--- src/rtl/flag_update_ctrl_if.sv ---
// ---------------------------------------------------------------------------
// flag_update_ctrl_if
//   Bundles the flag-update port, the condition-check port and the committed
//   flags between the execute/issue logic (master) and flag_update_ctrl (slave).
//
//   Handshake rule for both request ports: a request is taken on a rising
//   clock edge where valid and ready are both high.  The requester keeps
//   valid and its data stable until then.  ready never depends on the same
//   port's valid.  The one cross-port dependency is cond_ready, which drops
//   while upd_valid is high, so an update always wins a tie.
//
//   Signals:
//     upd_valid/upd_ready   flag-update handshake
//     upd_result            ALU result (N and Z source)
//     upd_carry, upd_ovf    ALU carry-out / signed overflow (C and V source)
//     upd_mask              per-flag write enable {N,Z,C,V}
//     cond_valid/cond_ready condition-check handshake
//     cond_code             ARM condition code 0..15
//     cond_done             one-cycle pulse, cond_pass is valid
//     cond_pass             check result, held until the next cond_done
//     flags                 committed {N,Z,C,V}
//     save_req/restore_req  only with FLAG_SAVE_EN: save / restore flags
// ---------------------------------------------------------------------------
interface flag_update_ctrl_if #(
    parameter int DATA_W = 32
);
    logic              upd_valid;
    logic              upd_ready;
    logic [DATA_W-1:0] upd_result;
    logic              upd_carry;
    logic              upd_ovf;
    logic [3:0]        upd_mask;
    logic              cond_valid;
    logic              cond_ready;
    logic [3:0]        cond_code;
    logic              cond_done;
    logic              cond_pass;
    logic [3:0]        flags;
`ifdef FLAG_SAVE_EN
    logic              save_req;
    logic              restore_req;
`endif

    modport master (
        output upd_valid, upd_result, upd_carry, upd_ovf, upd_mask,
        output cond_valid, cond_code,
`ifdef FLAG_SAVE_EN
        output save_req, restore_req,
`endif
        input  upd_ready, cond_ready, cond_done, cond_pass, flags
    );

    modport slave (
        input  upd_valid, upd_result, upd_carry, upd_ovf, upd_mask,
        input  cond_valid, cond_code,
`ifdef FLAG_SAVE_EN
        input  save_req, restore_req,
`endif
        output upd_ready, cond_ready, cond_done, cond_pass, flags
    );
endinterface

--- src/rtl/flag_update_ctrl.sv ---
// ---------------------------------------------------------------------------
// flag_update_ctrl
//   Owns the architectural NZCV status register and sequences every write to
//   it.  An accepted update is staged in IDLE and written in COMMIT, so new
//   flags are visible after the second edge.  Condition checks are only taken
//   in IDLE with no update pending, so they always see committed flags.
//
//   Optional feature macro: FLAG_SAVE_EN
//     Adds a saved-flags register plus save_req / restore_req.  Priority in
//     IDLE is restore_req > save_req > upd_valid > cond_valid.
//
//   Ports:
//     clk       system clock, rising edge
//     reset     asynchronous, active-high; clears all state
//     bus       flag_update_ctrl_if.slave (update/check ports, flags)
//     dbgState  FSM state, 1 while in COMMIT
// ---------------------------------------------------------------------------
module flag_update_ctrl #(
    parameter int DATA_W = 32
) (
    input  logic                    clk,
    input  logic                    reset,
    flag_update_ctrl_if.slave       bus,
    output logic                    dbgState
);

    typedef enum logic {
        IDLE   = 1'b0,
        COMMIT = 1'b1
    } state_t;

    state_t     state;
    logic [3:0] flagsQ;
    logic [3:0] stagedFlags;
    logic [3:0] stagedMask;
    logic       condDone;
    logic       condPass;

    logic       higherPending;
    logic       updFire;
    logic       condFire;
    logic       newN;
    logic       newZ;

`ifdef FLAG_SAVE_EN
    logic [3:0] savedFlags;
    logic       saveFire;
    logic       restoreFire;

    // Save/restore outrank both request ports and block their ready.
    assign higherPending = bus.restore_req | bus.save_req;
    assign restoreFire   = (state == IDLE) & bus.restore_req;
    assign saveFire      = (state == IDLE) & ~bus.restore_req & bus.save_req;
`else
    assign higherPending = 1'b0;
`endif

    assign bus.upd_ready  = (state == IDLE) & ~higherPending;
    // An update in the same cycle wins; the check waits until it commits.
    assign bus.cond_ready = (state == IDLE) & ~higherPending & ~bus.upd_valid;

    assign updFire  = bus.upd_valid  & bus.upd_ready;
    assign condFire = bus.cond_valid & bus.cond_ready;

    // N is the sign bit of the result, Z is a full-width zero test.
    assign newN = bus.upd_result[DATA_W-1];
    assign newZ = (bus.upd_result == {DATA_W{1'b0}});

    assign bus.flags     = flagsQ;
    assign bus.cond_done = condDone;
    assign bus.cond_pass = condPass;
    assign dbgState      = (state == COMMIT);

    // ARM condition evaluation against {N,Z,C,V}.
    function automatic logic condEval(input logic [3:0] f, input logic [3:0] code);
        logic n, z, c, v;
        logic r;
        n = f[3];
        z = f[2];
        c = f[1];
        v = f[0];
        case (code)
            4'd0:    r = z;
            4'd1:    r = ~z;
            4'd2:    r = c;
            4'd3:    r = ~c;
            4'd4:    r = n;
            4'd5:    r = ~n;
            4'd6:    r = v;
            4'd7:    r = ~v;
            4'd8:    r = c & ~z;
            4'd9:    r = ~c | z;
            4'd10:   r = (n == v);
            4'd11:   r = (n != v);
            4'd12:   r = ~z & (n == v);
            4'd13:   r = z | (n != v);
            4'd14:   r = 1'b1;
            default: r = 1'b0;
        endcase
        return r;
    endfunction

    always_ff @(posedge clk or posedge reset) begin
        if (reset) begin
            state       <= IDLE;
            flagsQ      <= 4'h0;
            stagedFlags <= 4'h0;
            stagedMask  <= 4'h0;
            condDone    <= 1'b0;
            condPass    <= 1'b0;
`ifdef FLAG_SAVE_EN
            savedFlags  <= 4'h0;
`endif
        end else begin
            condDone <= 1'b0;
            case (state)
                IDLE: begin
`ifdef FLAG_SAVE_EN
                    if (restoreFire) begin
                        stagedFlags <= savedFlags;
                        stagedMask  <= 4'hF;
                        state       <= COMMIT;
                    end else if (saveFire) begin
                        savedFlags  <= flagsQ;
                    end else
`endif
                    if (updFire) begin
                        stagedFlags <= {newN, newZ, bus.upd_carry, bus.upd_ovf};
                        stagedMask  <= bus.upd_mask;
                        state       <= COMMIT;
                    end else if (condFire) begin
                        condDone <= 1'b1;
                        condPass <= condEval(flagsQ, bus.cond_code);
                    end
                end
                COMMIT: begin
                    // Masked merge: unwritten flags keep their value.
                    flagsQ <= (flagsQ & ~stagedMask) | (stagedFlags & stagedMask);
                    state  <= IDLE;
                end
                default: state <= IDLE;
            endcase
        end
    end

endmodule

--- src/flat_wrapper.sv ---
// flat-port wrapper written by rule: the top's interface ports become plain ports
module flag_update_ctrl_flat 
#(
    parameter int DATA_W = 32
)
  (clk, reset, dbgState, bus_upd_valid, bus_upd_result, bus_upd_carry, bus_upd_ovf, bus_upd_mask, bus_cond_valid, bus_cond_code, bus_upd_ready, bus_cond_ready, bus_cond_done, bus_cond_pass, bus_flags);
  flag_update_ctrl_if #(.DATA_W(DATA_W)) bus_i ();
  input  logic clk;
  input  logic reset;
  output logic dbgState;
  input wire logic [$bits(bus_i.upd_valid)-1:0] bus_upd_valid;
  input wire logic [$bits(bus_i.upd_result)-1:0] bus_upd_result;
  input wire logic [$bits(bus_i.upd_carry)-1:0] bus_upd_carry;
  input wire logic [$bits(bus_i.upd_ovf)-1:0] bus_upd_ovf;
  input wire logic [$bits(bus_i.upd_mask)-1:0] bus_upd_mask;
  input wire logic [$bits(bus_i.cond_valid)-1:0] bus_cond_valid;
  input wire logic [$bits(bus_i.cond_code)-1:0] bus_cond_code;
  output wire logic [$bits(bus_i.upd_ready)-1:0] bus_upd_ready;
  output wire logic [$bits(bus_i.cond_ready)-1:0] bus_cond_ready;
  output wire logic [$bits(bus_i.cond_done)-1:0] bus_cond_done;
  output wire logic [$bits(bus_i.cond_pass)-1:0] bus_cond_pass;
  output wire logic [$bits(bus_i.flags)-1:0] bus_flags;
  assign bus_i.upd_valid = bus_upd_valid;
  assign bus_i.upd_result = bus_upd_result;
  assign bus_i.upd_carry = bus_upd_carry;
  assign bus_i.upd_ovf = bus_upd_ovf;
  assign bus_i.upd_mask = bus_upd_mask;
  assign bus_i.cond_valid = bus_cond_valid;
  assign bus_i.cond_code = bus_cond_code;
  assign bus_upd_ready = bus_i.upd_ready;
  assign bus_cond_ready = bus_i.cond_ready;
  assign bus_cond_done = bus_i.cond_done;
  assign bus_cond_pass = bus_i.cond_pass;
  assign bus_flags = bus_i.flags;
  flag_update_ctrl #(.DATA_W(DATA_W)) u_core (.clk(clk), .reset(reset), .bus(bus_i), .dbgState(dbgState));
endmodule
--- config.mk ---
export PLATFORM = sky130hd
export DESIGN_NAME = flag_update_ctrl_flat
export DESIGN_NICKNAME = d
export VERILOG_FILES = /design/src/rtl/flag_update_ctrl_if.sv /design/src/rtl/flag_update_ctrl.sv /design/src/flat_wrapper.sv
export SDC_FILE = /design/constraint.sdc
export NUM_CORES = 1
export LEC_CHECK = 0
export ABC_AREA = 1
export BUFFER_PORTS_ARGS = -buffer_cell sky130_fd_sc_hd__buf_2
export CAP_MARGIN = 20
export CORE_MARGIN = 2
export CORE_UTILIZATION = 37
export DETAILED_ROUTE_END_ITERATION = 10
export GPL_TIMING_DRIVEN = 0
export PLACE_DENSITY_LB_ADDON = 0.25
export SYNTH_ARGS = -nofsm -noshare
export SYNTH_HDL_FRONTEND = slang
export SYNTH_SLANG_ARGS = --single-unit
--- constraint.sdc ---
create_clock -name clk -period 1.12 [get_ports clk]
set_input_delay 0.056 -clock clk [delete_from_list [all_inputs] [get_ports clk]]
set_output_delay 0.056 -clock clk [all_outputs]
set_load 0.05 [all_outputs]
Word level (Yosys, flattened, before mapping)

Index checks and enable logic that the tools add are counted.

Eq/ne operators: 16
Multiplexer cells: 6
Bitwise logic cells: 18
Reductions and logical operators: 4

Operators by type and width:

| operator                                                              | count |
|---|---|
| 32-bit logical NOT                                                    | 1 |
| 4-bit equality test, second input constant                            | 7 |
| 4-bit by 3-bit equality test with 1-bit output, second input constant | 4 |
| 1-bit one-hot mux with 15 select lines                                | 1 |
| 4-bit bitwise AND                                                     | 2 |
| 4-bit by 2-bit equality test with 1-bit output, second input constant | 2 |
| 1-bit inverter                                                        | 7 |
| 1-bit bitwise AND                                                     | 5 |
| 4-bit by 1-bit equality test with 1-bit output, second input constant | 1 |
| 4-bit logical NOT                                                     | 1 |
| 1-bit 2-to-1 mux                                                      | 4 |
| 4-bit inverter                                                        | 1 |
| 4-bit bitwise OR                                                      | 1 |
| 3-bit AND reduction                                                   | 1 |
| 1-bit bitwise OR                                                      | 2 |
| 1-bit one-hot mux with 2 select lines                                 | 1 |
| 2-bit AND reduction                                                   | 1 |
| 1-bit equality test                                                   | 1 |
| 1-bit inequality test                                                 | 1 |

Register bits: 15
Input bits: 46

Longest topological paths before layout

Depth in word-level cells: 6
Gate-level depth with buffers: 11
Depth with buffers taken out: 11

Worst setup path before layout

Ideal clock, no wire load.

Path type: flip-flop to flip-flop
Start point: reg u_core.state (netlist: u_core.dbgState)
End point: reg u_core.condPass (netlist: u_core.bus.cond_pass)
Arrival: 1.772 ns
Data required time: 1.002 ns
Path slack: -0.769 ns
Cell stages (with the launch flop): 6
Path buffers: 1
Clock period less this slack: 1.889 ns
Cell sequence: dfrtp_1 > buf_2 > nor2_1 > nand2_1 > nand2_1 > nand2_1

Cells in the longest elaborated chain, start to end: 4
Elaborated cells on any way between the ends: 6
Those cells by class: bitwise (5); reduce/logical (1)

Ends and longest elaborated chain:

| element                       | line                    | RTL |
|---|---|---|
| start, declared               | flag_update_ctrl.sv:32  | `state_t state;` |
| start signal, assigned        | flag_update_ctrl.sv:105 | `state <= IDLE;` |
| start signal, assigned        | flag_update_ctrl.sv:130 | `state <= COMMIT;` |
| start signal, assigned        | flag_update_ctrl.sv:139 | `state <= IDLE;` |
| 1-bit inverter                | flag_update_ctrl.sv:60  | `assign bus.cond_ready = (state == IDLE) & ~higherPending & ~bus.upd_valid;` |
| 1-bit bitwise AND             | flag_update_ctrl.sv:60  |  |
| via bus_cond_ready            | flat_wrapper.sv:19      | `output wire logic [$bits(bus_i.cond_ready)-1:0] bus_cond_ready;` |
| 1-bit bitwise AND             | flag_update_ctrl.sv:63  | `assign condFire = bus.cond_valid & bus.cond_ready;` |
| 3-bit AND reduction (no line) | --                      |  |
| end signal, assigned          | flag_update_ctrl.sv:133 | `condPass <= condEval(flagsQ, bus.cond_code);` |
| end, declared                 | flag_update_ctrl.sv:37  | `logic condPass;` |

The timed path passes the listed nets, and every way through them passes these cells.
A chain may end at the register's enable or synchronous reset.

==> impl_table.tex <==
\begin{tabular}{lr}
\hline
Metric & Value \\
\hline
\multicolumn{2}{l}{\textbf{Floorplan}} \\
Floorplan die area & 2770 sq um \\
Vertical die dimension & between 50 and 60 um \\
Placeable Area & approximately 2200 sq um \\
Site row count & 17 \\
Starting density of the core & 39.2\% \\
Total I/O pin count & 55 \\
Chip width & 52.7 um \\
\multicolumn{2}{l}{\textbf{Power and ir drop}} \\
Switching power & around 0.00081 W \\
Cell area power density & $\sim$1400 nW/um\^{}2 \\
Part of the power in registers & 37.9\% \\
Clock network fraction of total power & 16.2\% \\
Leakage power of the design & 0.775 nW \\
Fraction of power consumed by combinational cells & 45.9\% \\
Net Sw Frac & 41.7\% \\
Worst IR drop on VDD & 1.00 mV \\
Total internal power & 0.00113 W \\
Total Power & 0.00193 W \\
\multicolumn{2}{l}{\textbf{Cells and area}} \\
Multi-input gate area & between 400 and 500 sq um \\
Share of layout cells above drive strength 1 & between 40 and 50\% \\
Sequential cell area & 382 sq um \\
Final Net Count & approximately 250 \\
Synthesis-to-finish area growth & 60.6\% \\
Fillcell total & 212 \\
Number of inserted diodes & 0 \\
Final cell utilization of the core & 63.0\% \\
\multicolumn{2}{l}{\textbf{Clock network}} \\
Clock network latency to the later pin of the worst-skew pair & 0.28 ns \\
Worst-case clock buffer depth & 2 \\
CTS buffer count & 3 \\
Clk sink count & 15 \\
Clock root buffer master & clkbuf\_4 \\
CTS tree & yes \\
Number of H-tree branching levels & 1 \\
Register clock-pin slew on the reported worst setup and hold paths & around 0.10 ns \\
\multicolumn{2}{l}{\textbf{STA}} \\
Least setup slack across all paths after layout & -0.0767 ns \\
Count of final hold-check violations & 0 \\
Actual transition at the worst max-transition pin & roughly 0.56 ns \\
Final clock period utilization by the worst path & 107\% \\
Final clock skew & roughly 0.006 ns \\
Fmax & 836 MHz \\
Worst slack on hold paths & 0.0129 ns \\
Relative slew margins & 62.5\% \\
Slew Viols, Final & 0 \\
Setup repair after global routing missed its margin & yes \\
Total of endpoints with negative setup slack in the final report & 2 \\
Final critical delay including setup and external delays & $\sim$1.2 ns \\
\multicolumn{2}{l}{\textbf{Drt}} \\
Iteration-0 DRC count of the detailed router & 22 \\
Remaining antenna violation count after routing & 0 \\
Total via count in the routed design & roughly 1,000 \\
Post-detailed-routing wire length & between 2 and 2.5 mm \\
Drt pass-1 iters & 4 \\
Number of vias per cell after detailed routing & approximately 4.6 \\
Number of DRC violations after detailed routing & 0 \\
Wire length per cell & about 11 um \\
\multicolumn{2}{l}{\textbf{Global routing}} \\
Aggregate global-route resource usage & 18.9\% \\
First-pass GRT wire length & 3.90 mm \\
Total overflow reported by the global router & 0 \\
Initial antenna violation count & 0 \\
Maximum number of pins on one net before global-route repair & 16 \\
Number of global-route vias before repair & roughly 1,000 \\
\multicolumn{2}{l}{\textbf{Yosys}} \\
Flip-flop cell with the highest count after synthesis & dfrtp\_1 \\
Yosys warns & 0 \\
Nets in the synthesized netlist & 173 \\
Fraction of post-synthesis cell area in the top cell type by area & between 40\% and 50\% \\
Post-synthesis instance area & 876 sq um \\
Instance count of the mapped netlist & 127 \\
Share of flip-flops with an asynchronous set or reset after synthesis & 100\% \\
Synth area leaders & dfrtp\_1 (43\%), nand2\_1 (20\%), nand3\_1 (5.7\%) \\
Synthesized area per cell & 6.90 sq um \\
Cell accounting for the most synthesized area & dfrtp\_1 \\
Count leader, synth & nand2\_1 \\
Post-synth top cells & nand2\_1 (47), dfrtp\_1 (15), inv\_1 (13), nor2\_1 (13), nand3\_1 (10) \\
Count of distinct cell types in the synthesized netlist & 17 \\
EDFF count, synth & 0 \\
Register bit count reported by yosys & 15 \\
Post-synthesis sequential area ratio & 42.9\% \\
\multicolumn{2}{l}{\textbf{Worst setup path}} \\
Biggest fanout along the worst timing path & 4 \\
Data required time at the worst endpoint & about 1.3 ns \\
Cell-by-cell trace of the critical path & inv\_2, nand2\_2, nand3\_1, nand2\_1, nand2\_1, nand2\_1, nor2\_2, nand2\_1, nand2\_1, nand2\_1 \\
Largest stage delay on the critical path & 0.46 ns \\
Crit path DAT & 1.39 ns \\
Worst-path cell with the longest stage delay & dfrtp\_2 \\
Startpoint types & register \\
Setup crit end kind & register \\
Type of the worst setup path & register to register \\
Most common cell on crit path & nand2\_1 \\
\multicolumn{2}{l}{\textbf{Place}} \\
Global placement routability congestion & 0.754 \\
Pre-CTS setup slack & -0.0548 ns \\
Port Buffer Count & 54 \\
Half-perimeter wire length after detailed placement & roughly 1.9 mm \\
\multicolumn{2}{l}{\textbf{Status}} \\
Result of the run & finished with violations \\
Failing checks & setup timing \\
\multicolumn{2}{l}{\textbf{Flow run}} \\
Total of max-cap violations & 0 \\
\multicolumn{2}{l}{\textbf{Hold path}} \\
Worst min-delay path class & primary input to register \\
\hline
\end{tabular}
cells in the final DEF (no fill, tap or decap), types with 6 or more instances in the layout:
master / n
nand3_1: 9
buf_2: 51
nor2_1: 11
nor4_1: 7
nand2_1: 44
buf_4: 6
dlygate4sd3_1: 8
inv_1: 11
dfrtp_1: 10
critical path: cells and delay by family, from the launching register on:
kind,cells,cell delay [ns]
AND/OR/NAND/NOR,9,0.57
buffers and inverters,1,0.07
flip-flops,1,0.46
metal layers:
metal / track usage, % / wire length [um]
met1: 21.1 / 1000
met2: 35.2 / 1350
met3: 3.14 / 107
met4: 6.84 / 22
met5: 0 / 0
power by group through the flow:
stage,combinational [W],sequential [W],clock (W)
2_1_floorplan,0.000299,0.000937,0
3_3_place_gp,0.000697,0.000736,0
3_5_place_dp,0.000712,0.000744,0
4_1_cts,0.000826,0.000732,0.000314
5_1_grt,0.000963,0.000747,0.000349
6_report,0.000888,0.000733,0.000313
stage by stage:
step	TNS [ns]	instance area, sq um	std cells
global placement	-0.0508	1200	209
detailed placement	-0.206	1200	209
global route	-0.343	1410	227
CTS	-0.0731	1370	226
finish	-0.127	1410	227
floorplan	-0.617	896	127
logic make-up (layout without fill, tap and decap cells):
kind of cell	after synthesis	count (layout)	synth area share, %
compound gates	11	11	8.00
buf+inv	19	91	8.71
flops	15	15	42.9
simple gates	82	82	40.4
path summary, 6_finish.rpt:
kind	from	endpoint	slack (ns)	cells after the start
setup / recovery	register	u_core.bus.cond_pass	-0.08	10
hold / removal	bus_upd_result[31]	u_core.stagedFlags[3]	0.01	3
setup reg to reg	register	u_core.bus.cond_pass	-0.08	10
hold reg to reg	u_core.bus.cond_pass	u_core.bus.cond_pass	0.48	2
max in group asynchronous	reset	asynchronous set/reset pin	0.36	3
min in group asynchronous	reset	u_core.bus.cond_pass	0.36	3
final cells by class:
type,instances,share of cell area [%]
clock inverters,1,0.356
flip-flops and latches,15,27.1
repair buffers,68,30.0
plain buffers,2,1.60
inverters,17,4.72
clock buffers,3,1.60
well taps,28,2.49
multi-input cells,93,32.1
what timing repair did:
action | CTS | global route
buffers inserted | 5 | 1
hold buffers | 8 | 0
gates resized for setup | 7 | 12
pin swaps | 1 | 3
cloned | 0 | 0
setup endpoints to repair | 11 | 12
endpoints found under the hold margin | 22 | 0
Power figures use the tool's default switching activity.
